## src/rtl/hazard_detection_unit.sv

```systemverilog
// Front-end stall/bubble control: load-use bubbles and multi-cycle multiply holds; all outputs combinational.
// Optional perf counters guarded by HAZARD_PERF_CNT_EN; when undefined both perf ports are tied to 0.
module hazard_detection_unit #(
  parameter int MULT_LATENCY = 3,
  parameter int CNT_W        = 4
) (
  input  logic        clk,
  input  logic        arst_n,
  input  logic [4:0]  if_id_rs1,
  input  logic [4:0]  if_id_rs2,
  input  logic        if_id_uses_rs1,
  input  logic        if_id_uses_rs2,
  input  logic [4:0]  id_ex_rd,
  input  logic        id_ex_mem_read,
  input  logic        id_ex_mult,
  output logic        pc_write,
  output logic        if_id_write,
  output logic        id_ex_write,
  output logic        id_ex_flush,
  output logic        ex_mem_flush,
  output logic        mult_start,
  output logic        mult_busy,
  output logic [31:0] perf_load_use_cnt,
  output logic [31:0] perf_mult_stall_cnt
);

  localparam logic [0:0] IDLE  = 1'b0;
  localparam logic [0:0] MBUSY = 1'b1;

  localparam logic [CNT_W-1:0] CNT_INIT =
    CNT_W'((MULT_LATENCY > 1) ? (MULT_LATENCY - 2) : 0);

  logic [0:0]       state_q, state_d;
  logic [CNT_W-1:0] cnt_q, cnt_d;
  logic             lu_hit;
  logic             lu_stall;
  logic             ms_stall;
  logic             in_idle;
  logic             in_busy;

  assign in_idle = arst_n && (state_q == IDLE);
  assign in_busy = arst_n && (state_q == MBUSY);

  assign lu_hit = id_ex_mem_read && (id_ex_rd != 5'd0) &&
                  ((if_id_uses_rs1 && (if_id_rs1 == id_ex_rd)) ||
                   (if_id_uses_rs2 && (if_id_rs2 == id_ex_rd)));

  // A multiply in IDLE always wins over a load-use hit, including mult+mem_read encodings.
  assign lu_stall = in_idle && !id_ex_mult && lu_hit;
  assign ms_stall = (in_idle && id_ex_mult && (MULT_LATENCY > 1)) ||
                    (in_busy && (cnt_q != '0));

  assign pc_write     = !(ms_stall || lu_stall);
  assign if_id_write  = !(ms_stall || lu_stall);
  assign id_ex_write  = !ms_stall;
  assign id_ex_flush  = lu_stall;
  assign ex_mem_flush = ms_stall;
  assign mult_start   = in_idle && id_ex_mult;
  assign mult_busy    = in_busy;

  always_comb begin
    state_d = state_q;
    cnt_d   = cnt_q;
    case (state_q)
      IDLE: begin
        if (id_ex_mult && (MULT_LATENCY > 1)) begin
          state_d = MBUSY;
          cnt_d   = CNT_INIT;
        end
      end
      MBUSY: begin
        // cnt==0 is the release cycle: enables reopen and the product moves to EX/MEM.
        if (cnt_q != '0) begin
          cnt_d = cnt_q - CNT_W'(1);
        end else begin
          state_d = IDLE;
        end
      end
      default: state_d = IDLE;
    endcase
  end

  always_ff @(posedge clk or negedge arst_n) begin
    if (!arst_n) begin
      state_q <= IDLE;
      cnt_q   <= '0;
    end else begin
      state_q <= state_d;
      cnt_q   <= cnt_d;
    end
  end

`ifdef HAZARD_PERF_CNT_EN
  logic [31:0] lu_cnt_q;
  logic [31:0] ms_cnt_q;

  always_ff @(posedge clk or negedge arst_n) begin
    if (!arst_n) begin
      lu_cnt_q <= '0;
      ms_cnt_q <= '0;
    end else begin
      if (lu_stall) lu_cnt_q <= lu_cnt_q + 32'd1;
      if (ms_stall) ms_cnt_q <= ms_cnt_q + 32'd1;
    end
  end

  assign perf_load_use_cnt   = lu_cnt_q;
  assign perf_mult_stall_cnt = ms_cnt_q;
`else
  assign perf_load_use_cnt   = 32'd0;
  assign perf_mult_stall_cnt = 32'd0;
`endif

endmodule

```

## config.mk

```make
export PLATFORM = sky130hd
export DESIGN_NAME = hazard_detection_unit
export DESIGN_NICKNAME = d
export VERILOG_FILES = /design/src/rtl/hazard_detection_unit.sv
export SDC_FILE = /design/constraint.sdc
export NUM_CORES = 1
export LEC_CHECK = 0
export CORE_MARGIN = 2
export CORE_UTILIZATION = 29
export CTS_CLUSTER_DIAMETER = 60
export DETAILED_ROUTE_END_ITERATION = 7
export GPL_TIMING_DRIVEN = 0
export PLACE_DENSITY = 0.79
export SETUP_SLACK_MARGIN = 0.5
export SYNTH_ARGS = -nofsm -noshare
export SYNTH_HDL_FRONTEND = slang
export SYNTH_SLANG_ARGS = --single-unit
export TNS_END_PERCENT = 50
```

## constraint.sdc

```tcl
create_clock -name clk -period 2.8 [get_ports clk]
set_clock_uncertainty 0.2 [all_clocks]
set_input_delay 0.84 -clock clk [delete_from_list [all_inputs] [get_ports clk]]
set_output_delay 0.84 -clock clk [all_outputs]
set_load 0.005 [all_outputs]
```

==> results.md <==
- Fin. Hold Viols: 0
- Setup violations, final: 3
- Multiplexer share of the synthesized area: ~2.3%
- Synth Warn #: 0
- Min-delay worst type: input pin to async pin
- CTS tree: yes
- WP data required: roughly 1.8 ns
- Fin Setup TNS: -0.675 ns
- Worst Path Arrival: about 2.1 ns
- Total grt overflow: 0
- Overall global routing resource usage: a little over 10%
- Layout cell share with drive strength beyond 1: roughly half
- Clock Latency Late Sink: between 0.2 and 0.25 ns
- Post-Synth Simple-Gate Area: 8.22%
- Vias/cell: roughly 3.1
- Reg2reg start: cnt_q[1]$_DFFE_PN0P_
- Complex-gate fraction of the synthesized area: between 7 and 8%
- Hpwl dp: around 1.7 mm
- Die X: 60.1 µm
- Die ar.: 3610 µm²
- Fin worst setup slack: -0.290 ns
- Sequential cell area: approximately 130 µm²
- Vias in the first global route: ~620
- Clock buffer depth: 2
- Leakage: slightly above 0.9 nW
- Ant diodes: 0
- Synth Register Bits: 5
- Drt first-iter violations: 16
- Setup Crit Path Kind: input pin to primary output
- Crit path largest cell delay: approximately 0.21 ns
- Hold WS: between 0.15 and 0.2 ns
- Final Util: roughly 52%
- Synth Cell Area: ~910 µm²
- Synth Area in Adders: 1.37%
- Most frequent CP cell: buf_4
- Seq/Total Area, Yosys: 13.7%
- Num CTS Buffers: 3
- Max Cap Violations: 0
- Filler cells: roughly 280
- Post-Syn Instances: roughly 110
- Die height: ~60 µm
- XOR/XNOR Fraction of Synth Area: 10.5%
- Num ports: slightly above 90
- Failing checks: negative setup slack
- # DRC: 0
- Avg WL per Cell: roughly 7.6 µm
- Placed Cells: ~250
- Cell family with most CP delay: buffers and inverters
- Clk slew on worst S/H paths: ~0.050 ns
- Worst Path Max Fanout: 2
- Total wire length: 1.93 mm
- Clock sinks: 5
- Final Critical Period: ~3.1 ns
- Cell Pwr Density: 437 nW/µm²
- Initial antenna violation count: 0
- Via count: approximately 800
- First-pass GRT wire length: roughly 2.7 mm
- Status: complete, but fails checks
- Register-to-Register Path Depth: 7
- CP startpoint kind: input pin
- Crit end category: primary output
- Multi-input logic area: slightly below 600 µm²
- Nets: 233
- Buffers & Inverters on Critical Path: 5
- Avg Inst Size Synth: between 8 and 9 µm²
- Core region area: 3030 µm²
- Worst R2R End: cnt_q[0]$_DFFE_PN0P_
- Initial core utilization: 30.2%
- Site Rows: 20
- VDD IR-drop max: roughly 330 µV
- Worst path slowest cell: o22ai_2
- Non-Filler Instances: approximately 250
- Largest family of logic cells by synthesized area: buffers and inverters
- Drt first pass iters: 2
- Fmax: approximately 320 MHz
- Root Buffer: clkbuf_4
- Pin count of the biggest net entering global routing: 11
- Area grow syn2layout: 73.6%
- Routed Antenna Nets: 0
- H-tree depth: 1
- Final Cycle Share: 110%
- R2r setup slk: between 0.9 and 1 ns
- Crit-path cells: buf_8, buf_4, xnor2_2, nand4_1, o22ai_2, buf_4, a32oi_2, buf_4, buf_6
- Final Slew Violations: 0
- RSZ-0062 raised after global routing: true
- I/O Buffers: 27
- GP Congestion: approximately 0.73
- Most frequent cells in the layout: buf_4, conb_1, xnor2_1
- Distinct cells, synth: 22
- Most common cell after layout, fill and taps aside: buf_4
per-layer routing:
| layer | track usage, % | share of wire, % | vias up | wire (µm) |
|---|---|---|---|---|
| met3 | 3.68 | 15 | 0 | 289 |
| met2 | 19.3 | 51 | 50 | 992 |
| li1 | - | - | 424 | - |
| met1 | 9.83 | 34 | 312 | 648 |
| met4 | 3.81 | 0 | 0 | 0 |
| met5 | 0 | 0 | - | 0 |
power by group:
part | internal, mW | switching, mW | leakage (nW) | total [mW]
Clock | 0.0539 | 0.0303 | 0.0150 | 0.0842
Sequential | 0.108 | 0.0515 | 0.0615 | 0.159
Combinational | 0.267 | 0.184 | 0.849 | 0.450
cells by family (layout without fill, tap and decap cells):
logic type	count (synthesis)	in the layout
buf+inv	70	105
flops	5	5
other cells	1	64
compound gates	8	8
mux	2	2
xor+xnor	11	11
fa+ha+maj	1	1
simple gates	14	14
per-stage QoR:
stage          total power, mW  area (µm²)  setup WS [ns]
2_1_floorplan            0.408        1160        -0.0775
3_3_place_gp             0.526        1480          -1.14
3_5_place_dp             0.537        1480          -1.14
4_1_cts                  0.682        1560         -0.371
5_1_grt                  0.760        1590         -0.331
6_report                 0.694        1590         -0.290
flip-flops by register name, summed over array words and instances (netlist names):
register	count
state_q	1
cnt_q	4
timing repair:
item / in CTS / in global routing
endpoints found under the setup margin: 7 / 7
hold buffers: 0 / 0
buffers inserted: 4 / 0
gates resized for setup: 63 / 24
endpoints found under the hold margin: 0 / 0
pin swaps: 17 / 12
cells in the mapped netlist:
cell type	count	area share, %
or3_1	1	0.69
nor3_1	1	0.55
conb_1	1	0.41
and3_2	1	0.82
and2_1	3	2.1
a32oi_1	1	0.96
o31ai_4	1	2.3
inv_1	5	2.1
nor2_1	1	0.41
dfrtp_1	5	14
buf_4	65	53
ha_1	1	1.4
o22ai_1	3	2.1
o311a_1	1	1.1
nor2b_1	1	0.69
mux2_2	1	1.2
mux2i_1	1	1.1
a22o_1	1	0.96
nand2_1	4	1.6
nand4_1	2	1.4
o21ai_1	1	0.55
xnor2_1	11	11
final cells by class:
type,instances,share of cell area [%]
Multi-Input combinational cell,100,37.3
Buffer,65,30.8
Timing Repair Buffer,31,17.7
Sequential cell,5,7.89
Tap cell,44,3.47
Clock buffer,4,1.66
Inverter,5,1.18
worst reg2reg max path: stages, from the launching register on:
cell	delay, ns
dfrtp_1	0.38
inv_2	0.09
ha_4	0.14
inv_1	0.06
o31ai_4	0.29
o21ai_4	0.12
buf_4	0.17
mux2_2	0.26
worst max-delay path by stage:
| stage | cells after the start | slack, ns | endpoint | startpoint |
|---|---|---|---|---|
| 2_1_floorplan | 4 | -0.08 | pc_write | id_ex_rd[0] |
| 3_3_place_gp | 6 | -1.14 | pc_write | id_ex_rd[0] |
| 3_5_place_dp | 6 | -1.14 | pc_write | id_ex_rd[0] |
| 4_1_cts | 6 | -0.37 | pc_write | id_ex_rd[1] |
| 5_1_grt | 6 | -0.33 | pc_write | id_ex_rd[1] |
| 6_report | 9 | -0.29 | pc_write | id_ex_rd[1] |
Note: power is estimated with default switching activity, not from simulation.
